## config.mk

```make
export PLATFORM = sky130hd
export DESIGN_NAME = systick_alarm
export DESIGN_NICKNAME = d
export VERILOG_FILES = /design/src/rtl/systick_alarm.sv
export SDC_FILE = /design/constraint.sdc
export NUM_CORES = 1
export LEC_CHECK = 0
export BUFFER_PORTS_ARGS = -buffer_cell sky130_fd_sc_hd__buf_4
export CELL_PAD_IN_SITES_DETAIL_PLACEMENT = 0
export CELL_PAD_IN_SITES_GLOBAL_PLACEMENT = 1
export CORE_AREA = 4 4 145 147
export CTS_CLUSTER_DIAMETER = 120
export DETAILED_ROUTE_END_ITERATION = 10
export DIE_AREA = 0 0 149 151
export PLACE_DENSITY_LB_ADDON = 0.1
export SETUP_SLACK_MARGIN = 0.05
export SYNTH_ARGS = -nofsm -noshare
export SYNTH_HDL_FRONTEND = slang
export SYNTH_SLANG_ARGS = --single-unit
```

## constraint.sdc

```tcl
create_clock -name clk -period 4.41 [get_ports clk]
set_input_delay 0.882 -clock clk [delete_from_list [all_inputs] [get_ports clk]]
set_output_delay 0.882 -clock clk [all_outputs]
set_load 0.03 [all_outputs]
```

## src/rtl/systick_alarm.sv

```systemverilog
// systick_alarm: NUM_CHANNELS compare alarms sharing one wrap-safe comparator via a round-robin scanner.
// Define ALARM_PERIODIC_EN to add per-channel reload-period registers (PERi).
module systick_alarm #(
  parameter int NUM_CHANNELS = 4
) (
  input  logic        clk,
  input  logic        reset,
  input  logic [31:0] tick_count,
  output logic [31:0] data_bus_read,
  input  logic [31:0] data_bus_write,
  input  logic [31:0] data_bus_addr,
  input  logic        data_bus_select,
  input  logic [1:0]  data_bus_mode,
  output logic        irq
);

  localparam int N = NUM_CHANNELS;
  localparam logic [3:0] W_CTRL = 4'd8;
  localparam logic [3:0] W_PEND = 4'd9;
  localparam logic [3:0] W_MASK = 4'd10;

  logic [31:0]  cmp_reg  [N];
  logic [31:0]  cmp_next [N];
`ifdef ALARM_PERIODIC_EN
  logic [31:0]  per_reg  [N];
  logic [31:0]  per_next [N];
  logic [N-1:0] wr_per;
`endif
  logic [N-1:0] en_reg, en_next;
  logic [N-1:0] pend_reg, pend_next;
  logic [N-1:0] mask_reg, mask_next;
  logic [1:0]   idx_reg, idx_next;
  logic         irq_reg;

  logic [3:0]   word;
  logic         wr_en;
  logic [N-1:0] wr_cmp;
  logic [31:0]  diff;
  logic         hit;
  logic         collide;
  logic         unused_addr;

  assign word        = data_bus_addr[5:2];
  assign wr_en       = data_bus_select && (data_bus_mode == 2'b10);
  assign unused_addr = ^{data_bus_addr[31:6], data_bus_addr[1:0]};

  generate
    for (genvar gi = 0; gi < N; gi++) begin : g_dec
      assign wr_cmp[gi] = wr_en && (word == 4'(gi));
`ifdef ALARM_PERIODIC_EN
      assign wr_per[gi] = wr_en && (word == 4'(gi + 4));
`endif
    end
  endgenerate

  // Modular difference: the alarm is due once tick_count is within 2^31 ticks at or past CMP.
  assign diff = tick_count - cmp_reg[idx_reg];
  assign hit  = en_reg[idx_reg] && !pend_reg[idx_reg] && !diff[31];

  // A bus write touching the channel under evaluation wins; the scanner retries next lap.
`ifdef ALARM_PERIODIC_EN
  assign collide = wr_cmp[idx_reg] || wr_per[idx_reg] || (wr_en && word == W_CTRL);
`else
  assign collide = wr_cmp[idx_reg] || (wr_en && word == W_CTRL);
`endif

  assign idx_next = (idx_reg == 2'(N - 1)) ? 2'd0 : idx_reg + 2'd1;

  always_comb begin
    for (int i = 0; i < N; i++) begin
      cmp_next[i] = cmp_reg[i];
`ifdef ALARM_PERIODIC_EN
      per_next[i] = per_reg[i];
`endif
    end
    en_next   = en_reg;
    pend_next = pend_reg;
    mask_next = mask_reg;

    for (int i = 0; i < N; i++) begin
      if (wr_cmp[i]) cmp_next[i] = data_bus_write;
`ifdef ALARM_PERIODIC_EN
      if (wr_per[i]) per_next[i] = data_bus_write;
`endif
    end
    if (wr_en) begin
      case (word)
        W_CTRL:  en_next   = data_bus_write[N-1:0];
        W_PEND:  pend_next = pend_reg & ~data_bus_write[N-1:0];
        W_MASK:  mask_next = data_bus_write[N-1:0];
        default: ;
      endcase
    end

    // Applied after the bus update so a set beats a simultaneous W1C.
    if (hit && !collide) begin
      pend_next[idx_reg] = 1'b1;
`ifdef ALARM_PERIODIC_EN
      if (per_reg[idx_reg] != 32'd0)
        cmp_next[idx_reg] = cmp_reg[idx_reg] + per_reg[idx_reg];
      else
        en_next[idx_reg] = 1'b0;
`else
      en_next[idx_reg] = 1'b0;
`endif
    end
  end

  always_ff @(posedge clk or negedge reset) begin
    if (!reset) begin
      for (int i = 0; i < N; i++) begin
        cmp_reg[i] <= '0;
`ifdef ALARM_PERIODIC_EN
        per_reg[i] <= '0;
`endif
      end
      en_reg   <= '0;
      pend_reg <= '0;
      mask_reg <= '0;
      idx_reg  <= '0;
      irq_reg  <= 1'b0;
    end else begin
      for (int i = 0; i < N; i++) begin
        cmp_reg[i] <= cmp_next[i];
`ifdef ALARM_PERIODIC_EN
        per_reg[i] <= per_next[i];
`endif
      end
      en_reg   <= en_next;
      pend_reg <= pend_next;
      mask_reg <= mask_next;
      idx_reg  <= idx_next;
      irq_reg  <= |(pend_reg & mask_reg);
    end
  end

  assign irq = irq_reg;

  always_comb begin
    data_bus_read = '0;
    for (int i = 0; i < N; i++) begin
      if (word == 4'(i)) data_bus_read = cmp_reg[i];
`ifdef ALARM_PERIODIC_EN
      if (word == 4'(i + 4)) data_bus_read = per_reg[i];
`endif
    end
    case (word)
      W_CTRL:  data_bus_read = 32'(en_reg);
      W_PEND:  data_bus_read = 32'(pend_reg);
      W_MASK:  data_bus_read = 32'(mask_reg);
      default: ;
    endcase
  end

endmodule

```

Yosys cells after proc, flatten, opt, wreduce, memory -nomap -nowiden
Index checks and enable logic that the tools add are counted.
{ "classes": {"div": 0, "bitwise_logic": 7, "addsub": 2, "shift": 0, "n_mul": 0, "eq_ne": 8, "n_lt_le_gt_ge": 3, "muxes": 23, "n_reduce_logical": 17} }
{ "ops": {"columns": ["operator", "count"], "rows": [
  ["$mux 32", 6],
  ["$pmux 32 s3", 1],
  ["$bmux 32 s2", 1],
  ["$sub 32x32->32", 1],
  ["$mux 4", 6],
  ["$and 4x4->4", 3],
  ["$eq 4x4->1 const B", 3],
  ["$logic_and 1x1->1", 10],
  ["$eq 4x2->1 const B", 2],
  ["$not 4->4", 2],
  ["$bmux 1 s2", 3],
  ["$eq 2x2->1 const B", 2],
  ["$eq 4x1->1 const B", 1],
  ["$logic_not 4->1", 1],
  ["$mux 1", 4],
  ["$or 4x4->4", 1],
  ["$reduce_or 4->1", 1],
  ["$ge 3x3->1 const B", 1],
  ["$logic_not 1->1", 3],
  ["$lt 2x3->1 const B", 1],
  ["$not 2->3", 1],
  ["$add 2x1->2 const B", 1],
  ["$demux 1 s2", 1],
  ["$ge 2x1->1 const B", 1],
  ["3 further kinds", 3]
]} }
{ "totals": {"mem_count": 0, "mem_bits_ro": 0, "latch_bits": 0, "ram_bits": 0, "input_bits": 101, "ff_bits": 143, "output_inout_bits": 33} }

Logic depth before layout (Yosys ltp)
Gate-level depths: netlist of run 1.
{ "logic_depth": {"depth_word": 9, "depth_mapped": 12, "ltp_nobuf": 9} }

Least setup slack after synthesis of run 1
No wires, ideal clock.
{ "synth_path": {"path_type": "reg2reg", "startpoint": "register idx_reg[0]", "endpoint": "register pend_reg[0]", "arrival_time_ps": 3643, "n_path_buf": 3, "path_stages_with_launch": 13, "synth_period_minus_slack_ps": 3769, "setup_ps": 126, "path_slack_ps": 641, "required_ps": 4284, "cell_sequence": "dfrtp_1 clkbuf_1 buf_1 mux4_2 inv_1 ha_1 a21oi_1 o21ai_0 a221o_1 o31a_1 or2_2 clkbuf_1 a311o_1"} }
{ "synth_via": {"elab_chain_cells": 9, "word_cells_on_any_way": 25, "cone_classes": "1 x add/sub; 2 x order compare; 12 x mux; 2 x bitwise; 8 x reduce/logical"} }
{ "synth_lines": {"columns": ["element", "line", "rtl"], "rows": [
  ["start: declaration", "32", "logic [1:0] idx_reg, idx_next;"],
  ["start signal: assignment", "132", "idx_reg <= idx_next;"],
  ["$not 2->3 (implied by the code)", "57", "assign diff = tick_count - cmp_reg[idx_reg];"],
  ["$bmux 32 s2", "57", null],
  ["$mux 32 (implied by the code) (2 in series)", "57", null],
  ["$sub 32x32->32", "57", null],
  ["$logic_not 1->1", "58", "assign hit = en_reg[idx_reg] && !pend_reg[idx_reg] && !diff[31];"],
  ["$logic_and 1x1->1", "58", null],
  ["$logic_and 1x1->1", "96", "if (hit && !collide) begin"],
  ["$mux 4 (*)", "96", null],
  ["net pend_next[0]", "30", "logic [N-1:0] pend_reg, pend_next;"],
  ["end signal: assignment", "130", "pend_reg <= pend_next;"],
  ["end: declaration", "30", null]
]} }
Mark *: on every way through the listed nets, which the timed path passes. The rest lies on a longest branch. The select of a mux whose other input is x is not followed.
A chain may end at the register's enable or synchronous reset.

Worst setup path after layout of run 1
{ "layout_path": {"startpoint": "register idx_reg[0]", "endpoint": "register pend_reg[3]"} }
The elaborated chain is that of the path after synthesis.

==> results of run 1 <==
worst max-delay path by stage:
stage	startpoint	end	cells past startpoint
global route	idx_reg[0]$_DFF_PN0_	en_reg[3]$_DFF_PN0_	10
floorplan	idx_reg[0]$_DFF_PN0_	pend_reg[0]$_DFF_PN0_	12
finish	idx_reg[0]$_DFF_PN0_	pend_reg[3]$_DFF_PN0_	10
detailed placement	idx_reg[0]$_DFF_PN0_	pend_reg[3]$_DFF_PN0_	10
CTS	idx_reg[0]$_DFF_PN0_	pend_reg[3]$_DFF_PN0_	10
global placement	idx_reg[0]$_DFF_PN0_	pend_reg[0]$_DFF_PN0_	10
kinds of logic (layout without fill, tap and decap cells):
| logic type | after synthesis | in the layout |
|---|---|---|
| mux | 173 | 173 |
| buf+inv | 73 | 183 |
| fa+ha+maj | 34 | 34 |
| xor+xnor | 2 | 2 |
| simple gates | 123 | 123 |
| compound gates | 86 | 86 |
| flops | 143 | 143 |
worst register-to-register path: stages (launching register included):
cell	delay, ps
dfrtp_2	610
buf_4	310
mux4_2	530
inv_1	80
ha_1	250
a21oi_1	130
nand2_1	70
a221o_1	340
o31a_1	360
or2_2	400
a311o_1	300
report_power, final:
part / total, W / switching [W] / leakage, nW / internal, W
sequential: 0.00165 / 0.000152 / 1.89 / 0.00150
combinational: 0.000667 / 0.000303 / 2.36 / 0.000364
clock: 0.00150 / 0.000545 / 0.291 / 0.000953
cell type report:
type                    count  area (um2)  share of cell area
flip-flops and latches    143        3580               0.370
inverters                  33         124              0.0128
clock buffers              19         443              0.0457
multi-input cells         418        4090               0.423
well taps                 270         338              0.0349
repair buffers            120         942              0.0973
clock inverters            11         166              0.0172
per-stage QoR:
stage,hold slack (ps),setup slack (ps)
3_3_place_gp,507,866
3_5_place_dp,518,860
6_report,531,918
2_1_floorplan,478,641
5_1_grt,547,686
4_1_cts,531,834
cells in the mapped netlist, types with 5 or more instances:
cell | number | share of area
a21oi_1 | 12 | 0.0076
buf_1 | 7 | 0.0033
a21o_1 | 5 | 0.0047
dfrtp_1 | 143 | 0.45
a222oi_1 | 29 | 0.037
buf_2 | 5 | 0.0032
inv_1 | 33 | 0.016
a31oi_1 | 5 | 0.0039
mux2i_1 | 8 | 0.010
a22oi_1 | 9 | 0.0085
and2_1 | 7 | 0.0055
clkbuf_1 | 28 | 0.013
mux2_2 | 134 | 0.19
nand3_1 | 6 | 0.0038
nor2_1 | 9 | 0.0043
ha_1 | 34 | 0.054
mux4_2 | 31 | 0.088
nand2_1 | 72 | 0.034
cell usage in the layout, fill, tap and decap left out, drive strengths merged, types with 5 or more instances in the layout:
master / netlist / final
ha: 34 / 34
nand3: 6 / 6
and2: 7 / 7
mux2i: 8 / 8
a222oi: 29 / 29
inv: 33 / 33
nand2: 72 / 72
a21oi: 12 / 12
mux2: 134 / 134
nor2: 9 / 9
a22oi: 9 / 9
clkbuf: 28 / 19
dfrtp: 143 / 143
buf: 12 / 120
a31oi: 5 / 5
mux4: 31 / 31
a21o: 5 / 5
routing by layer:
layer  share of wire  vias up  track usage  routed length [um]
met2            0.50      183        0.344               10900
met4           0.010        0       0.0540                 223
met3           0.055       21       0.0377                1200
met1            0.44     2905        0.270                9620
met5               0        -            0                   0
li1                -     2599            -                   -
==> metrics.csv, run 1 <==
metric,value,unit
status,finished clean,
crit_type,reg2reg,
grt.total_usage,0.203,
syn_area_per_cell,12.5,um2
post_cts_resized,0,
drv_cap,0,
synth_top_family_by_area,multiplexers,
crit_slowest_cell,dfrtp_2,
fin_area,9690,um2
die_w,149,um
core_area,19900,um2
syn_nets,769,
cts_tree,done,
grt-ovfl-total,0,
rr_worst_depth,10,
power_density,394,nW/um2
timing.rr.start,idx_reg[0]$_DFF_PN0_,
power_leakage,4.55,nW
reg2reg_slack,920,ps
final-setup-viol-count,0,
cp.required,4700,ps
setup_tns,0,ps
synth-compound-area-share,0.0880,
cp_data_arrival_time,3780,ps
hold_end,cmp_reg[64]$_DFFE_PN0P_,
syn_inst,634,
cts_buffer_depth,2,
rsz0062_at_grt,false,
place_area,9080,um2
routabilityCongestion,0.770,
ys.flop_type,dfrtp_1,
hold_viol,0,
crit_fanout,12,
postCtsHoldBufs,0,
final_nets,868,
synth-edff-count,0,
cts_max_level,4,
final.min_clock_period,3490,ps
synth_cell_types,48,
relSlewSlack,0.399,
ys_warn_count,0,
final_cells,1014,
cp_cell_sequence,buf_4 > mux4_2 > inv_1 > ha_1 > a21oi_1 > nand2_1 > a221o_1 > o31a_1 > or2_2 > a311o_1,
port_buffers,105,
synth-xor-area-share,0.00221,
wire_per_inst,21.6,um
boundaryPins,134,
drt-pass1-iter-count,7,
skew,14.6,ps
fin_crit_sh,0.792,
whs_path_depth,1,
syn_to_final_growth,22.0,%
grt_max_degree,94,
cts.reportedPaths.clkPinSlew,60,ps
via_count,5708,
vias_per_cell,5.63,
end_kind,flip-flop,
tightest_slew,902,ps
crit_family,compound AO/OA/AOI/OAI gates,
largest_reg_flops,128,
num_antenna_cells,0,
drc,0,
crit_path_max_incr_delay,610,ps
cts_root_buffer,clkbuf_16,
wl,21900,um
grt_pass1_wl,35200,um
peakVddDrop,0.000251,V
synthMuxAreaShare,0.288,
start_util,0.399,
fill_cells,1812,
drive_above_1_share,0.435,
clock_latency,420,ps
rr_endpoint,pend_reg[3]$_DFF_PN0_,
final_antenna_net_count,0,
seq_area_frac_synth,0.451,
startpoint_type,flip-flop,
netlist_area,7940,um2
holdCritStartpoint,cmp_reg[64]$_DFFE_PN0P_,
clock_sinks,143,
design_power_total,0.00382,W
numCtsBuffers,17,
synthSimpleGateAreaFrac,0.0818,
synth_adder_area_share,0.0536,
postLayoutCoreUtil,0.486,
antenna_found_initial,0,
drt-initial-drc-count,374,
rows,52,
synth.ff_latch_count,143,
fp.dieH,151,um
crit_buf_inv,2,
dp_hpwl,14400,um
clock.fmax,0.286,GHz
postCtsSetupBuffers,0,
dpl.cell_count,984,
hp-class,reg2reg,
ys_async_sr_fraction,1.00,
dieArea,22500,um2
grt_pass1_vias,6239,
slew_viol_final,0,
Power figures use the tool's default switching activity.
==> inputs of run 2 (changes only) <==
Clock period 4.41 ns to 3.6 ns, I/O delays scaled along.
==> run 2 against run 1 <==
Against the previous run: register-to-register slack got worse by 620 ps; final area rose by 0.56%; sequential cell count did not move; count of clock-buffer cells in the layout fell by 2; sequential share of layout area fell by 0.20 points; routed wire length fell by 0.40%; worst hold slack got worse by 290 ps; largest cell class unchanged.
==> metrics.csv, run 2 (synthesized netlist as in run 1, its figures left out) <==
metric,value,unit
fin_crit_sh,0.916,
post_cts_resized,0,
hp-class,in2async,
largest_reg_flops,128,
drc,0,
vias_per_cell,5.61,
cts.reportedPaths.clkPinSlew,60,ps
wire_per_inst,21.5,um
fp.dieH,151,um
end_kind,flip-flop,
crit_type,reg2reg,
start_util,0.399,
layout_common_cells,"dfrtp_1, mux2_2, buf_4",
numCtsBuffers,17,
syn_to_final_growth,22.7,%
postCtsSetupBuffers,0,
cts_root_buffer,clkbuf_16,
hold_viol,0,
drt-initial-drc-count,375,
clock_latency,420,ps
core_area,19900,um2
crit_slowest_cell,mux4_2,
cp_cell_sequence,buf_12 > mux4_2 > inv_1 > ha_1 > a21o_1 > a21o_1 > a211oi_1 > buf_4 > o21ai_1 > or2_2 > a311o_1,
boundaryPins,134,
die_w,149,um
relSlewSlack,0.531,
cp_data_arrival_time,3590,ps
final-setup-viol-count,0,
postCtsHoldBufs,0,
fin_area,9740,um2
rsz0062_at_grt,false,
peakVddDrop,0.000297,V
crit_path_max_incr_delay,520,ps
setup_tns,0,ps
final_nets,869,
num_antenna_cells,0,
clock.fmax,0.303,GHz
rows,52,
grt.total_usage,0.202,
layout_setup_ws,302,ps
cts_tree,done,
port_buffers,105,
wl,21800,um
crit_buf_inv,3,
multi_input_area,4090,um2
dieArea,22500,um2
crit_family,compound AO/OA/AOI/OAI gates,
design_power_total,0.00471,W
dp_hpwl,14100,um
grt_pass1_wl,34700,um
drt-pass1-iter-count,6,
tightest_slew,699,ps
crit_fanout,17,
power_leakage,4.57,nW
routabilityCongestion,0.806,
place_area,9120,um2
status,finished clean,
grt_max_degree,93,
power_density,483,nW/um2
antenna_found_initial,0,
skew,14.0,ps
cp.required,3890,ps
rr_worst_depth,11,
layout_commonest_cell,dfrtp_1,
slew_viol_final,0,
post-place-ws,379,ps
fill_cells,1816,
grt-ovfl-total,0,
final.min_clock_period,3300,ps
grt_pass1_vias,6215,
clock_sinks,143,
startpoint_type,flip-flop,
crit_top_cell,a21o_1,
cts_max_level,4,
drive_above_1_share,0.438,
path_depth,11,
via_count,5696,
register_area,3580,um2
cts_buffer_depth,2,
drv_cap,0,
final_antenna_net_count,0,
run 2: changes by cell type in the layout (fill, tap and decap cells not counted):
cell,previous run,this run
clkbuf_8,1,0
buf_12,3,6
inv_6,0,1
clkbuf_1,1,0
clkinv_4,1,3
buf_4,116,114
run 2: worst paths after layout:
check / start / endpoint / slack, ps
max reg2reg: idx_reg[0]$_DFF_PN0_ / pend_reg[0]$_DFF_PN0_ / 300
max: idx_reg[0]$_DFF_PN0_ / pend_reg[0]$_DFF_PN0_ / 300
min reg2reg: cmp_reg[54]$_DFFE_PN0P_ / cmp_reg[54]$_DFFE_PN0P_ / 530
max in group asynchronous: reset / cmp_reg[101]$_DFFE_PN0P_ / 2480
min in group clk: cmp_reg[54]$_DFFE_PN0P_ / cmp_reg[54]$_DFFE_PN0P_ / 530
min: reset / cmp_reg[65]$_DFFE_PN0P_ / 240
run 2: routing by layer:
| layer | global-route usage | wire length (um) | up-vias |
|---|---|---|---|
| met5 | 0 | 0 | - |
| met4 | 0.0526 | 236 | 0 |
| met3 | 0.0467 | 1230 | 16 |
| met2 | 0.344 | 10900 | 170 |
| met1 | 0.262 | 9450 | 2910 |
| li1 | - | - | 2600 |
run 2: stage by stage:
step | utilization | std cells | hold slack, ps
final | 0.489 | 1016 | 245
after global routing | 0.489 | 1016 | 269
after CTS | 0.489 | 1016 | 250
after detailed placement | 0.458 | 985 | 517
after global placement | 0.458 | 985 | 507
after floorplan | - | 634 | 424
run 2: area by class of cell:
type / instances / share of cell area
sequential: 143 / 0.368
clock buffer: 17 / 0.0437
timing repair buffer: 121 / 0.101
tap: 270 / 0.0347
inverter: 33 / 0.0127
multi-input combinational: 418 / 0.420
clock inverter: 14 / 0.0198
run 2: power breakdown:
group | switching [W] | leakage (nW) | internal (W)
clock | 0.000704 | 0.295 | 0.00116
sequential | 0.000185 | 1.89 | 0.00184
combinational | 0.000370 | 2.38 | 0.000450
total | 0.00126 | 4.57 | 0.00345
run 2: worst register-to-register path, cell delays in order, from the launching register on:
cell and delay [ps]:
dfrtp_2 410, buf_12 200, mux4_2 530, inv_1 80
ha_1 230, a21o_1 160, a21o_1 170, a211oi_1 400
buf_4 200, o21ai_1 100, or2_2 390, a311o_1 300
==> inputs of run 3 (changes only) <==
Clock period 3.6 ns to 4.2 ns, I/O delays scaled along.
==> run 3 against run 2 <==
Against the previous run: register-to-register slack gained 540 ps; power is 14% lower; routed wire length up 0.37%; via count is 0.53% higher; core utilization is 0.21 points lower; worst hold slack improved by 290 ps; combinational power fell by 15%; critical path type unchanged; largest power group unchanged.
==> metrics.csv, run 3 (synthesized netlist as in run 1, its figures left out) <==
metric,value,unit
status,finished clean,
timing.rr.start,idx_reg[0]$_DFF_PN0_,
routabilityCongestion,0.811,
cts_root_buffer,clkbuf_16,
skew,12.6,ps
wl,21900,um
relSlewSlack,0.352,
multi_input_area,4090,um2
final_antenna_net_count,0,
power_density,415,nW/um2
cp_data_arrival_time,3650,ps
grt_pass1_wl,34300,um
post_cts_resized,0,
postLayoutCoreUtil,0.487,
post-place-ws,797,ps
drc,0,
cts_max_level,4,
crit_type,reg2reg,
grt-ovfl-total,0,
layout_common_cells,"dfrtp_1, mux2_2, buf_4",
power_leakage,4.57,nW
register_area,3580,um2
layout_commonest_cell,dfrtp_1,
cts_tree,done,
start_util,0.399,
hp-class,reg2reg,
clock.fmax,0.298,GHz
hold_viol,0,
vias_per_cell,5.62,
startpoint,idx_reg[0]$_DFF_PN0_,
rsz0062_at_grt,false,
holdCritStartpoint,cmp_reg[4]$_DFFE_PN0P_,
rr_worst_depth,10,
grt.total_usage,0.200,
whs,530,ps
rows,52,
largest_reg_flops,128,
reg2reg_slack,850,ps
grt_max_degree,101,
drt-initial-drc-count,404,
fp.dieH,151,um
final.min_clock_period,3350,ps
final-setup-viol-count,0,
final_cells,1018,
wire_per_inst,21.5,um
whs_path_depth,1,
rr_endpoint,pend_reg[0]$_DFF_PN0_,
port_buffers,105,
antenna_found_initial,0,
syn_to_final_growth,22.2,%
drv_cap,0,
postCtsHoldBufs,0,
drt-pass1-iter-count,5,
clock_sinks,143,
core_area,19900,um2
crit_fanout,17,
die_w,149,um
numCtsBuffers,17,
via_count,5726,
dp_hpwl,14300,um
cts.reportedPaths.clkPinSlew,70,ps
boundaryPins,134,
dieArea,22500,um2
cts_buffer_depth,2,
cp.required,4490,ps
layout_setup_ws,846,ps
crit_slowest_cell,mux4_2,
slew_viol_final,0,
postCtsSetupBuffers,0,
grt_pass1_vias,6097,
num_antenna_cells,0,
startpoint_type,flip-flop,
drive_above_1_share,0.439,
final_nets,870,
peakVddDrop,0.000240,V
tightest_slew,973,ps
fin_crit_sh,0.799,
crit_path_max_incr_delay,560,ps
dpl.cell_count,986,
end_kind,flip-flop,
hold_end,cmp_reg[4]$_DFFE_PN0P_,
fill_cells,1816,
clock_latency,420,ps
setup_tns,0,ps
cp_cell_sequence,buf_4 > mux4_2 > inv_1 > ha_1 > a21oi_1 > o21ai_0 > a221o_1 > o31a_1 > or2_2 > a311o_1,
-- run 3: cell count changes in the layout (fill, tap and decap cells not counted) --
cell and delta:
buf_4 +5, buf_12 -4, inv_6 +4, clkinvlp_4 -3
clkinv_2 -2, bufinv_16 -1, clkbuf_1 +1, clkbuf_8 +1
inv_8 +1
-- run 3: worst max path at each step --
| stage | to | cells after the start |
|---|---|---|
| detailed placement | pend_reg[0]$_DFF_PN0_ | 10 |
| floorplan | pend_reg[0]$_DFF_PN0_ | 12 |
| finish | pend_reg[0]$_DFF_PN0_ | 10 |
| CTS | pend_reg[0]$_DFF_PN0_ | 10 |
| global placement | pend_reg[2]$_DFF_PN0_ | 10 |
| global route | pend_reg[0]$_DFF_PN0_ | 10 |
-- run 3: metrics by stage --
step / cell area (um2) / power, W
final: 9700 / 0.00403
after floorplan: 7940 / 0.00218
after CTS: 9700 / 0.00407
after global routing: 9700 / 0.00423
after global placement: 9080 / 0.00243
after detailed placement: 9080 / 0.00246
-- run 3: critical path, delay by kind of cell, from the launching register on --
family                     cells  cell delay, ps
adders and majority gates      1             230
DFF                            1             380
muxes                          1             560
buffers and inverters          2             410
and+or+nand+nor                1             400
AOI/OAI and AO/OA              5            1240
-- run 3: metal layers --
metal  up-vias  part of all wire  wire length, um  GRT usage
met5         -                 0                0          0
met2       173              0.50            11000      0.345
met4         0             0.011              241     0.0476
li1       2602                 -                -          -
met1      2928              0.43             9380      0.260
met3        23             0.057             1250     0.0386
-- run 3: final cells by class --
class	count	area share
tap	270	0.0348
multi-input combinational	418	0.422
timing repair buffer	122	0.0974
sequential	143	0.369
clock buffer	19	0.0457
inverter	33	0.0128
clock inverter	13	0.0182
-- run 3: where the power goes --
| part | total [W] | leakage (nW) | switching (W) | internal (W) |
|---|---|---|---|---|
| clock | 0.00159 | 0.305 | 0.000626 | 0.000967 |
| sequential | 0.00173 | 1.89 | 0.000158 | 0.00158 |
| combinational | 0.000699 | 2.37 | 0.000316 | 0.000383 |
| total | 0.00403 | 4.57 | 0.00110 | 0.00293 |
